--- src/rtl/fetch_unit_if.sv ---
// rtl/fetch_unit_if.sv - instruction-memory request/response bundle
interface fetch_unit_if;
  logic        imemReq;
  logic [31:0] imemAddr;
  logic        imemValid;
  logic [31:0] imemRdata;

  modport master (
    output imemReq,
    output imemAddr,
    input  imemValid,
    input  imemRdata
  );

  modport slave (
    input  imemReq,
    input  imemAddr,
    output imemValid,
    output imemRdata
  );
endinterface

--- src/rtl/fetch_unit.sv ---
// rtl/fetch_unit.sv - instruction-fetch stage: PC, imem handshake, held instruction
module fetch_unit #(
  parameter logic [31:0] RESET_PC = 32'h0000_0000,
  parameter int          CNT_W    = 32
) (
  input  logic              clk,
  input  logic              resetN,
  fetch_unit_if.master      imem,
  output logic [31:0]       instr,
  output logic [5:0]        op,
  output logic [5:0]        funct,
  output logic              instrValid,
  input  logic              instrAccept,
  input  logic              pcSrc,
  input  logic              jump,
  input  logic [31:0]       signImm,
  output logic [31:0]       pc,
  output logic [31:0]       pcPlus4,
  output logic [CNT_W-1:0]  retiredCount
);

  typedef enum logic [1:0] {
    BOOT = 2'd0,
    WAIT = 2'd1,
    HOLD = 2'd2
  } state_t;

  state_t             state_q, state_d;
  logic [31:0]        pc_q, pc_d;
  logic [31:0]        instr_q, instr_d;
  logic [CNT_W-1:0]   cnt_q, cnt_d;
  logic [31:0]        next_pc;

  // Sequential state; reset abandons any in-flight request by returning to BOOT
  always_ff @(posedge clk or negedge resetN) begin
    if (!resetN) begin
      state_q <= BOOT;
      pc_q    <= RESET_PC;
      instr_q <= 32'h0000_0000;
      cnt_q   <= '0;
    end else begin
      state_q <= state_d;
      pc_q    <= pc_d;
      instr_q <= instr_d;
      cnt_q   <= cnt_d;
    end
  end

  // Redirect target for the held instruction: jump beats branch beats fall-through
  always_comb begin
    pcPlus4 = pc_q + 32'd4;
    if (jump) begin
      next_pc = {pcPlus4[31:28], instr_q[25:0], 2'b00};
    end else if (pcSrc) begin
      next_pc = pcPlus4 + {signImm[29:0], 2'b00};
    end else begin
      next_pc = pcPlus4;
    end
  end

  // Next-state and capture logic; memory response only honoured in WAIT, accept only in HOLD
  always_comb begin
    state_d = state_q;
    pc_d    = pc_q;
    instr_d = instr_q;
    cnt_d   = cnt_q;
    case (state_q)
      BOOT: begin
        state_d = WAIT;
      end
      WAIT: begin
        if (imem.imemValid) begin
          instr_d = imem.imemRdata;
          state_d = HOLD;
        end
      end
      HOLD: begin
        if (instrAccept) begin
          pc_d    = next_pc;
          cnt_d   = cnt_q + CNT_W'(1);
          state_d = WAIT;
        end
      end
      default: begin
        state_d = BOOT;
      end
    endcase
  end

  // Outputs are decoded from registered state only; op/funct never bypass the instr register
  always_comb begin
    imem.imemReq  = (state_q == WAIT);
    imem.imemAddr = pc_q;
    instrValid    = (state_q == HOLD);
    instr         = instr_q;
    op            = instr_q[31:26];
    funct         = instr_q[5:0];
    pc            = pc_q;
    retiredCount  = cnt_q;
  end

endmodule

--- src/flat_wrapper.sv ---
// flat-port wrapper written by rule: the top's interface ports become plain ports
module fetch_unit_flat 
#(
  parameter logic [31:0] RESET_PC = 32'h0000_0000,
  parameter int          CNT_W    = 32
)
  (clk, resetN, instr, op, funct, instrValid, instrAccept, pcSrc, jump, signImm, pc, pcPlus4, retiredCount, imem_imemReq, imem_imemAddr, imem_imemValid, imem_imemRdata);
  fetch_unit_if imem_i ();
  input  logic clk;
  input  logic resetN;
  output logic [31:0] instr;
  output logic [5:0] op;
  output logic [5:0] funct;
  output logic instrValid;
  input  logic instrAccept;
  input  logic pcSrc;
  input  logic jump;
  input  logic [31:0] signImm;
  output logic [31:0] pc;
  output logic [31:0] pcPlus4;
  output logic [CNT_W-1:0] retiredCount;
  output wire logic [$bits(imem_i.imemReq)-1:0] imem_imemReq;
  output wire logic [$bits(imem_i.imemAddr)-1:0] imem_imemAddr;
  input wire logic [$bits(imem_i.imemValid)-1:0] imem_imemValid;
  input wire logic [$bits(imem_i.imemRdata)-1:0] imem_imemRdata;
  assign imem_imemReq = imem_i.imemReq;
  assign imem_imemAddr = imem_i.imemAddr;
  assign imem_i.imemValid = imem_imemValid;
  assign imem_i.imemRdata = imem_imemRdata;
  fetch_unit #(.RESET_PC(RESET_PC), .CNT_W(CNT_W)) u_core (.clk(clk), .resetN(resetN), .imem(imem_i), .instr(instr), .op(op), .funct(funct), .instrValid(instrValid), .instrAccept(instrAccept), .pcSrc(pcSrc), .jump(jump), .signImm(signImm), .pc(pc), .pcPlus4(pcPlus4), .retiredCount(retiredCount));
endmodule
--- config.mk ---
export PLATFORM = sky130hd
export DESIGN_NAME = fetch_unit_flat
export DESIGN_NICKNAME = d
export VERILOG_FILES = /design/src/rtl/fetch_unit_if.sv /design/src/rtl/fetch_unit.sv /design/src/flat_wrapper.sv
export SDC_FILE = /design/constraint.sdc
export NUM_CORES = 1
export LEC_CHECK = 0
export BUFFER_PORTS_ARGS = -buffer_cell sky130_fd_sc_hd__buf_2
export CORE_UTILIZATION = 47
export CTS_BUF_LIST = sky130_fd_sc_hd__clkbuf_8
export DETAILED_ROUTE_END_ITERATION = 7
export GPL_TIMING_DRIVEN = 0
export PLACE_DENSITY_LB_ADDON = 0.25
export SYNTH_ARGS = -nofsm -noshare
export SYNTH_HDL_FRONTEND = slang
export SYNTH_SLANG_ARGS = --single-unit
--- constraint.sdc ---
create_clock -name clk -period 3.9 [get_ports clk]
set_clock_uncertainty 0.1 [all_clocks]
set_input_delay 0 -clock clk [delete_from_list [all_inputs] [get_ports clk]]
set_output_delay 0 -clock clk [all_outputs]
set_load 0.02 [all_outputs]
==> flow_summary.yaml, run 1 <==
place:
  dp.cells: 1177
  dpl_cell_area_um2: 8290
  dpl.hpwl_um: 16300
  port_buffers: 234
  gp_congestion: 0.913
clock_network:
  cts_tree: "done"
  cts_made_buffers: 9
  path_clk_slew_ps: 100
  clockRootBuffer: "clkbuf_8"
  clock_latency_ps: 370
  cts.htree.levels: 3
  clock-sinks: 96
  clockBufferDepth: 2
routing:
  drtIter0Drc: 591
  via_per_inst: 5.55
  antenna_left: 0
  detail_route.wl_per_cell_um: 17.7
  routed_wl_um: 22200
  vias: 6946
  first_pass_iters: 5
  drc: 0
final_layout:
  final_cell_mix: "buf_2 (237), nand2_1 (79), dfrtp_1 (79)"
  final_common_cell: "buf_2"
  instances_no_fill: 1252
  stdcell_area_um2: 9320
  diodes: 0
  nets: 1175
  drive_gt1_frac: 0.399
  nFillCells: 1156
  syn_to_final_growth_pct: 36.7
sta:
  hold_viol_final: 0
  slew_headroom: 0.460
  slew_violations: 0
  hold-worst-slack_ps: 7.13
  fmax_mhz: 264
  worst_pin_slew_ps: 803
  rsz0062_at_grt: "true"
  layout_worst_path_cycle_share: 0.973
  setup_violations: 0
  timing.final.crit_period_ps: 3790
floorplan:
  ios: 244
  start_util: 0.487
  rows: 43
  fp.dieH_um: 122
  die-area_um2: 15000
  die_x_um: 122
  coreArea_um2: 14000
critical_path:
  worstSetupPathType: "flop to flop"
  worstSetupStartpointType: "flop"
  cpPeakStageDelay_ps: 540
  cp_slowest_cell: "or4_4"
  cp_num_buf_inv: 1
  required_ps: 4110
  cp_common_cell: "o21bai_1"
  cpLargestDelayFamily: "simple AND/OR/NAND/NOR gates"
  path_cells: "nand4_1, or4_4, nor3b_4, nand2_1, xnor2_2, ha_1, inv_1, o21bai_1, a21oi_2, o21bai_1, a21o_1, a221o_1, nor2_1, or4_1, nand3_1"
  worstPathMaxFanout: 5
  cp-end-kind: "flop"
  arrival_ps: 4010
global_route:
  grt.total_usage: 0.287
  overflow: 0
  use_met2: 0.480
  grt_pass1_vias: 6288
  grt_max_degree: 68
  gr-usage-met3: 0.0562
  grt_pass1_wl_um: 32900
  top_usage_layer: "met2"
  antenna_found_initial: 0
  use_met1: 0.376
power_and_ir_drop:
  ir_drop_uv: 426
  switching_power_mw: 3.60
  swShare: 0.500
  power-per-cell-area_nw_per_um2: 772
  p_total_mw: 7.19
  seq_power_share: 0.253
  leakagePower_nw: 4.69
  p_clk_frac: 0.088
  p_comb_frac: 0.658
  p_int_mw: 3.59
outcome:
  outcome: "finished clean"
synthesis:
  avgSynthCellArea_um2: 9.00
  synth.mux.area_fraction: 0.0725
  synth-async-reset-ratio: 1.00
  synth_xor_area_frac: 0.100
  synthAdderAreaFrac: 0.0709
  syn_inst: 757
  synth_seq_cells: 96
  ys_seq_area_frac: 0.353
  syn_area_um2: 6810
  synth_simple_gate_area_frac: 0.177
  synth_flop_cell: "dfrtp_1"
  synth_edf_count: 0
  synth_cell_types: 63
  synth_top_family_by_area: "simple AND/OR/NAND/NOR gates"
  synth_compound_area_frac: 0.152
  yosys_warnings: 0
hold_path:
  hold_class: "input pin to asynchronous set/reset pin"
flow_run:
  max-cap-violations: 0
## worst paths after layout
kind                                                          start                                   end  slack (ps)  cells after the start
worst max-delay path            u_core.imem.imemAddr[9]$_DFFE_PN0P_  u_core.imem.imemAddr[31]$_DFFE_PN0P_         110                     15
min in group clk                                        signImm[29]  u_core.imem.imemAddr[31]$_DFFE_PN0P_         100                      6
worst min register to register  u_core.retiredCount[31]$_DFFE_PN0P_   u_core.retiredCount[31]$_DFFE_PN0P_         380                      1
worst min-delay path                                         resetN          u_core.instr[16]$_DFFE_PN0P_           7                      2
max in group asynchronous                                    resetN          u_core.instr[21]$_DFFE_PN0P_        3030                      3
worst max register to register  u_core.imem.imemAddr[9]$_DFFE_PN0P_  u_core.imem.imemAddr[31]$_DFFE_PN0P_         110                     15
## logic make-up after synthesis
logic type,after synthesis
AOI/OAI and AO/OA,164
xor gates and xnor gates,77
other,1
muxes,45
buffers and inverters,86
DFF,96
adders and majority gates,38
and+or+nand+nor,250
## state kept, by name (all words and copies together), names as in the netlist
register,count
u_core.imem.imemAddr,30
u_core.state_q,2
u_core.instr,32
u_core.retiredCount,32
## cells in the mapped netlist, drive strengths merged (8+ instances only)
cell type	count	area [um2]
mux2	35	394
nand2	80	300
mux2i	10	100
nand4	16	100
and3	18	114
inv	11	41.3
buf	56	395
nand2b	8	50.1
dfrtp	96	2400
xor2	20	175
a21oi	47	235
ha	37	463
o21ai	44	220
clkbuf	19	75.1
a211oi	8	60.1
xnor2	57	507
nand3	35	180
a21o	13	97.6
nor2	59	221
## cell type report
type	count	area (um2)	share of cell area
buffer	72	459	0.0493
multi-input combinational	580	4220	0.453
inverter	11	41.3	0.00443
clock inverter	6	50.0	0.00537
tap	180	225	0.0242
sequential	96	2420	0.260
clock buffer	10	138	0.0148
timing repair buffer	297	1760	0.189
## stage by stage
step,util,worst slack [ps],TNS [ps]
3_3_place_gp,0.591,-478,-1700
6_report,0.666,106,0
4_1_cts,0.643,0.561,0
3_5_place_dp,0.593,-462,-1880
5_1_grt,0.666,-47.8,-62.9
2_1_floorplan,-,16.1,0
## what timing repair did
action,CTS,global route
hold buffers,37,0
gates resized for setup,24,38
endpoints found under the hold margin,132,0
endpoints found under the setup margin,9,10
buffers inserted,5,20
pin swaps,4,14
## metal layers
metal | vias to the layer above | part of all wire
met5 | - | 0
met4 | 0 | 0.018
met3 | 34 | 0.072
met2 | 313 | 0.48
met1 | 3340 | 0.43
li1 | 3259 | -
## power by group through the flow
stage               Clock [mW]  Combinational (mW)  Sequential (mW)
global placement             0                4.24             1.83
floorplan                    0                2.65             2.11
finish                   0.636                4.74             1.82
detailed placement           0                4.28             1.84
global route             0.686                5.10             1.86
CTS                      0.650                4.44             1.82
No activity file was read; power rests on OpenSTA's default activity.
==> run 2: changes to the inputs <==
--- a/config.mk
+++ b/config.mk
@@ -10,7 +10,9 @@
 export CTS_BUF_LIST = sky130_fd_sc_hd__clkbuf_8
 export DETAILED_ROUTE_END_ITERATION = 7
 export GPL_TIMING_DRIVEN = 0
+export HOLD_SLACK_MARGIN = 0.1
 export PLACE_DENSITY_LB_ADDON = 0.25
+export SETUP_SLACK_MARGIN = 0.4
 export SYNTH_ARGS = -nofsm -noshare
 export SYNTH_HDL_FRONTEND = slang
 export SYNTH_SLANG_ARGS = --single-unit
==> run 2 against run 1 <==
Compared with the run above:
- sequential cell count did not move
- critical path depth did not move
- utilization rose by 6.9 points
- register-to-register slack improved by 210 ps
- largest power group unchanged
- clock power rose by 15%
- non-clock buffer count rose by 46
- die area did not move
- cell count rose by 3.7%
==> flow_summary.yaml, run 2 (same netlist as run 1, synthesis figures left out) <==
clock_network:
  clock-sinks: 96
  path_clk_slew_ps: 100
  clock_latency_ps: 390
  cts_made_buffers: 9
  clockRootBuffer: "clkbuf_8"
  cts.htree.levels: 3
  clockBufferDepth: 2
  cts_tree: "done"
critical_path:
  cpPeakStageDelay_ps: 490
  cp_slowest_cell: "dfrtp_2"
  arrival_ps: 3750
  cp_num_buf_inv: 1
  cp-end-kind: "flop"
  worstPathMaxFanout: 5
  cp_common_cell: "and3_2"
  cpLargestDelayFamily: "simple AND/OR/NAND/NOR gates"
  required_ps: 4070
  path_cells: "and3_2, and3_2, nor3b_4, nand2_2, xnor2_4, ha_4, inv_2, o21bai_4, a21oi_2, o21bai_1, a21o_1, a221o_1, nor2_2, or4_1, nand3_1"
  r2r_slack_ps: 320
  worstSetupPathType: "flop to flop"
  worstSetupStartpointType: "flop"
floorplan:
  ios: 244
  coreArea_um2: 14000
  start_util: 0.487
  rows: 43
  die_x_um: 122
  fp.dieH_um: 122
  die-area_um2: 15000
power_and_ir_drop:
  p_clk_frac: 0.091
  swShare: 0.488
  p_comb_frac: 0.686
  ir_drop_uv: 488
  switching_power_mw: 3.94
  p_total_mw: 8.07
  power-per-cell-area_nw_per_um2: 784
  seq_power_share: 0.223
  leakagePower_nw: 5.10
  p_int_mw: 4.13
final_layout:
  final_common_cell: "buf_2"
  drive_gt1_frac: 0.476
  fin_util: 0.735
  nets: 1221
  syn_to_final_growth_pct: 51.0
  regArea_um2: 2430
  final_cell_mix: "buf_2 (237), buf_4 (108), dfrtp_1 (77)"
  multi_input_area_um2: 4750
  nFillCells: 995
  diodes: 0
sta:
  fin_tns_setup_ps: 0
  hold_viol_final: 0
  hold-worst-slack_ps: 137
  setup_slack_ps: 317
  slew_violations: 0
  setup_violations: 0
  rsz0062_at_grt: "true"
  timing.final.crit_period_ps: 3580
  fmax_mhz: 279
  worst_pin_slew_ps: 806
  slew_headroom: 0.459
  layout_worst_path_cycle_share: 0.919
routing:
  first_pass_iters: 6
  drc: 0
  routed_wl_um: 24800
  via_per_inst: 5.71
  vias: 7410
  antenna_left: 0
  drtIter0Drc: 557
  detail_route.wl_per_cell_um: 19.1
outcome:
  outcome: "finished clean"
place:
  post-place-ws_ps: -92.1
  gp_congestion: 0.948
  port_buffers: 234
  dpl.hpwl_um: 16700
global_route:
  grt_max_degree: 71
  grt_pass1_vias: 6944
  grt.total_usage: 0.321
  grt_pass1_wl_um: 36500
  antenna_found_initial: 0
  overflow: 0
hold_path:
  hold_class: "input pin to flop"
flow_run:
  max-cap-violations: 0
==> run 2: changes by cell type in the layout (fill, tap and decap cells not counted), moves of 4 or more <==
cell | previous run | this run
a21oi_1 | 44 | 37
a21oi_2 | 3 | 8
buf_4 | 74 | 108
dlygate4sd3_1 | 37 | 43
ha_1 | 32 | 20
ha_4 | 5 | 15
nand2_1 | 79 | 72
nand2_4 | 0 | 4
xnor2_1 | 44 | 37
xnor2_4 | 1 | 6
==> run 2: routing by layer <==
layer  global-route usage  share of wire  vias to the layer above
met2                0.542           0.48                      431
met4                0.130          0.040                        0
met1                0.396           0.39                     3544
met5                    0              0                        -
li1                     -              -                     3346
met3               0.0688          0.090                       89
==> run 2: metrics by stage <==
stage	instances	area, um2
after CTS	1278	9830
final	1298	10300
after floorplan	762	7140
after detailed placement	1177	8570
after global placement	1176	8540
after global routing	1298	10300
==> run 2: timing repair <==
action,in CTS,in global routing
setup buffers,41,20
endpoints found under the hold margin,135,0
resized for setup,59,57
pin swaps,35,40
hold buffers,44,0
endpoints found under the setup margin,16,16
==> run 2: worst reg2reg max path, cell delays in order (launching register included) <==
cell and delay [ps]:
dfrtp_2 490, and3_2 290, and3_2 340, nor3b_4 380
nand2_2 150, xnor2_4 280, ha_4 270, inv_2 80
o21bai_4 60, a21oi_2 180, o21bai_1 90, a21o_1 160
a221o_1 320, nor2_2 100, or4_1 110, nand3_1 60
==> run 2: final cells by class <==
type / count / area share
multi-input cells: 580 / 0.462
flip-flops and latches: 96 / 0.236
repair buffers: 340 / 0.207
plain buffers: 75 / 0.0485
well taps: 180 / 0.0219
clock buffers: 10 / 0.0134
clock inverters: 6 / 0.00791
inverters: 11 / 0.00401
==> run 2: final timing paths <==
path	depth (start not counted)	endpoint	from
worst min-delay path	5	u_core.imem.imemAddr[17]$_DFFE_PN0P_	signImm[15]
max in group asynchronous	4	u_core.imem.imemAddr[13]$_DFFE_PN0P_	resetN
worst min register to register	1	u_core.retiredCount[31]$_DFFE_PN0P_	u_core.retiredCount[31]$_DFFE_PN0P_
worst max register to register	15	u_core.imem.imemAddr[31]$_DFFE_PN0P_	u_core.imem.imemAddr[21]$_DFFE_PN0P_
min in group asynchronous	4	u_core.instr[5]$_DFFE_PN0P_	resetN
worst max-delay path	15	u_core.imem.imemAddr[31]$_DFFE_PN0P_	u_core.imem.imemAddr[21]$_DFFE_PN0P_
==> run 2: power by group through the flow <==
stage	clock network, mW	logic [mW]	registers, mW
floorplan	0	2.78	2.16
global placement	0	4.34	1.88
detailed placement	0	4.39	1.89
CTS	0.741	5.03	1.78
global route	0.772	5.90	1.85
finish	0.732	5.54	1.80
==> run 3: changes to the inputs <==
--- a/config.mk
+++ b/config.mk
@@ -9,7 +9,6 @@
 export CORE_UTILIZATION = 47
 export CTS_BUF_LIST = sky130_fd_sc_hd__clkbuf_8
 export DETAILED_ROUTE_END_ITERATION = 7
-export GPL_TIMING_DRIVEN = 0
 export HOLD_SLACK_MARGIN = 0.1
 export PLACE_DENSITY_LB_ADDON = 0.25
 export SETUP_SLACK_MARGIN = 0.4
==> run 3 against run 2 <==
Compared with the run above:
- power fell by 11%
- non-clock buffer count fell by 80
- final area fell by 8.2%
- combinational power fell by 13%
- utilization fell by 6.0 points
- sequential cell count did not move
- setup slack got worse by 19 ps
- die area did not move
- critical path depth did not move
- register-to-register slack got worse by 20 ps
- count of clock-buffer cells in the layout fell by 1
- sequential share of layout area rose by 2.0 points
==> flow_summary.yaml, run 3 (same netlist as run 1, synthesis figures left out) <==
sta:
  fin_tns_setup_ps: 0
  rsz0062_at_grt: "true"
  hold-worst-slack_ps: 109
  layout_worst_path_cycle_share: 0.924
  slew_headroom: 0.413
  hold_viol_final: 0
  timing.final.crit_period_ps: 3600
  setup_violations: 0
  slew_violations: 0
  fmax_mhz: 278
  setup_slack_ps: 298
  worst_pin_slew_ps: 877
final_layout:
  multi_input_area_um2: 4530
  nets: 1141
  nFillCells: 1138
  regArea_um2: 2420
  drive_gt1_frac: 0.424
  final_cell_mix: "buf_2 (234), dfrtp_1 (83), nand2_1 (72)"
  final_common_cell: "buf_2"
  diodes: 0
  syn_to_final_growth_pct: 38.7
floorplan:
  start_util: 0.487
  die_x_um: 122
  rows: 43
  fp.dieH_um: 122
  ios: 244
  die-area_um2: 15000
  coreArea_um2: 14000
flow_run:
  max-cap-violations: 0
routing:
  routed_wl_um: 21800
  via_per_inst: 5.57
  drc: 0
  detail_route.wl_per_cell_um: 17.9
  drtIter0Drc: 457
  vias: 6780
  antenna_left: 0
  first_pass_iters: 5
global_route:
  grt_max_degree: 66
  grt_pass1_vias: 6454
  grt_pass1_wl_um: 33200
  grt.total_usage: 0.287
  antenna_found_initial: 0
  overflow: 0
critical_path:
  worstSetupPathType: "flop to flop"
  worstPathMaxFanout: 4
  cp-end-kind: "flop"
  required_ps: 4120
  arrival_ps: 3820
  worstSetupStartpointType: "flop"
clock_network:
  cts.htree.levels: 3
  clockBufferDepth: 2
  path_clk_slew_ps: 100
  clockRootBuffer: "clkbuf_8"
  clock-sinks: 96
  cts_made_buffers: 9
  clock_latency_ps: 390
  cts_tree: "done"
outcome:
  outcome: "finished clean"
place:
  post-place-ws_ps: 108
  port_buffers: 235
  gp_congestion: 0.925
  dpl.hpwl_um: 15100
power_and_ir_drop:
  leakagePower_nw: 4.62
  ir_drop_uv: 447
  power-per-cell-area_nw_per_um2: 763
hold_path:
  hold_class: "input pin to flop"
[run 3: changes by cell type in the layout (fill, tap and decap cells not counted), moves of 4 or more]
cell      change
buf_4        -53
clkbuf_1     -13
dfrtp_1       +6
dfrtp_2       -6
nand2_2       +5
a21oi_1       +4
buf_1         -4
nand2_4       -4
[run 3: worst max-delay path, stage by stage (launching register included)]
cell and delay (ps):
dfrtp_2 380, nand4_1 170, or4_4 660, nor2_4 200, nand3_4 120, xnor2_4 270, ha_4 250, a21o_1 170
a21o_1 170, a21o_1 200, a21oi_1 140, o2111ai_1 130, o22ai_1 180, xnor2_1 160, mux2i_1 100, o21ai_1 120
[run 3: repair_timing]
item                       4_1_cts  5_1_grt
pin swaps                       15       28
resized for setup               26       35
setup endpoints to repair        8       10
setup buffers                   15       11
hold endpoints to repair       108        0
hold buffers                    44        0
[run 3: path summary, 6_finish.rpt]
path                                                       from                              endpoint  slack [ps]  depth (start not counted)
max in group asynchronous                                resetN  u_core.imem.imemAddr[27]$_DFFE_PN0P_        2590                          3
max                        u_core.imem.imemAddr[12]$_DFFE_PN0P_  u_core.imem.imemAddr[28]$_DFFE_PN0P_         300                         15
min in group asynchronous                                resetN           u_core.instr[8]$_DFFE_PN0P_         170                          2
min                                                 signImm[27]  u_core.imem.imemAddr[29]$_DFFE_PN0P_         110                          5
min reg2reg                 u_core.retiredCount[31]$_DFFE_PN0P_   u_core.retiredCount[31]$_DFFE_PN0P_         380                          1
max reg2reg                u_core.imem.imemAddr[12]$_DFFE_PN0P_  u_core.imem.imemAddr[28]$_DFFE_PN0P_         300                         15
[run 3: area by class of cell]
| class | count | area share |
|---|---|---|
| Clock buffer | 9 | 0.0131 |
| Tap cell | 180 | 0.0238 |
| Clock inverter | 7 | 0.00596 |
| Inverter | 11 | 0.00437 |
| Sequential cell | 96 | 0.256 |
| Multi-Input combinational cell | 580 | 0.479 |
| Timing Repair Buffer | 335 | 0.218 |
[run 3: report_power, final]
group / internal (mW) / total, mW / switching, mW
Clock: 0.241 / 0.647 / 0.406
Combinational: 2.00 / 4.83 / 2.83
Sequential: 1.34 / 1.73 / 0.381
Total: 3.59 / 7.21 / 3.62
[run 3: per-layer routing]
| layer | up-vias | track usage | wire length [um] |
|---|---|---|---|
| met4 | 0 | 0.0930 | 452 |
| met2 | 310 | 0.484 | 10600 |
| met5 | - | 0 | 0 |
| li1 | 3192 | - | - |
| met3 | 32 | 0.0595 | 1500 |
| met1 | 3246 | 0.367 | 9190 |
[run 3: metrics by stage]
step           cell area, um2  power (mW)  cells  utilization
2_1_floorplan            7140        4.93    762            -
3_3_place_gp             8290        6.04   1132        0.593
3_5_place_dp             8290        6.09   1132        0.593
4_1_cts                  9180        6.96   1207        0.656
5_1_grt                  9450        7.71   1218        0.675
6_report                 9450        7.21   1218        0.675
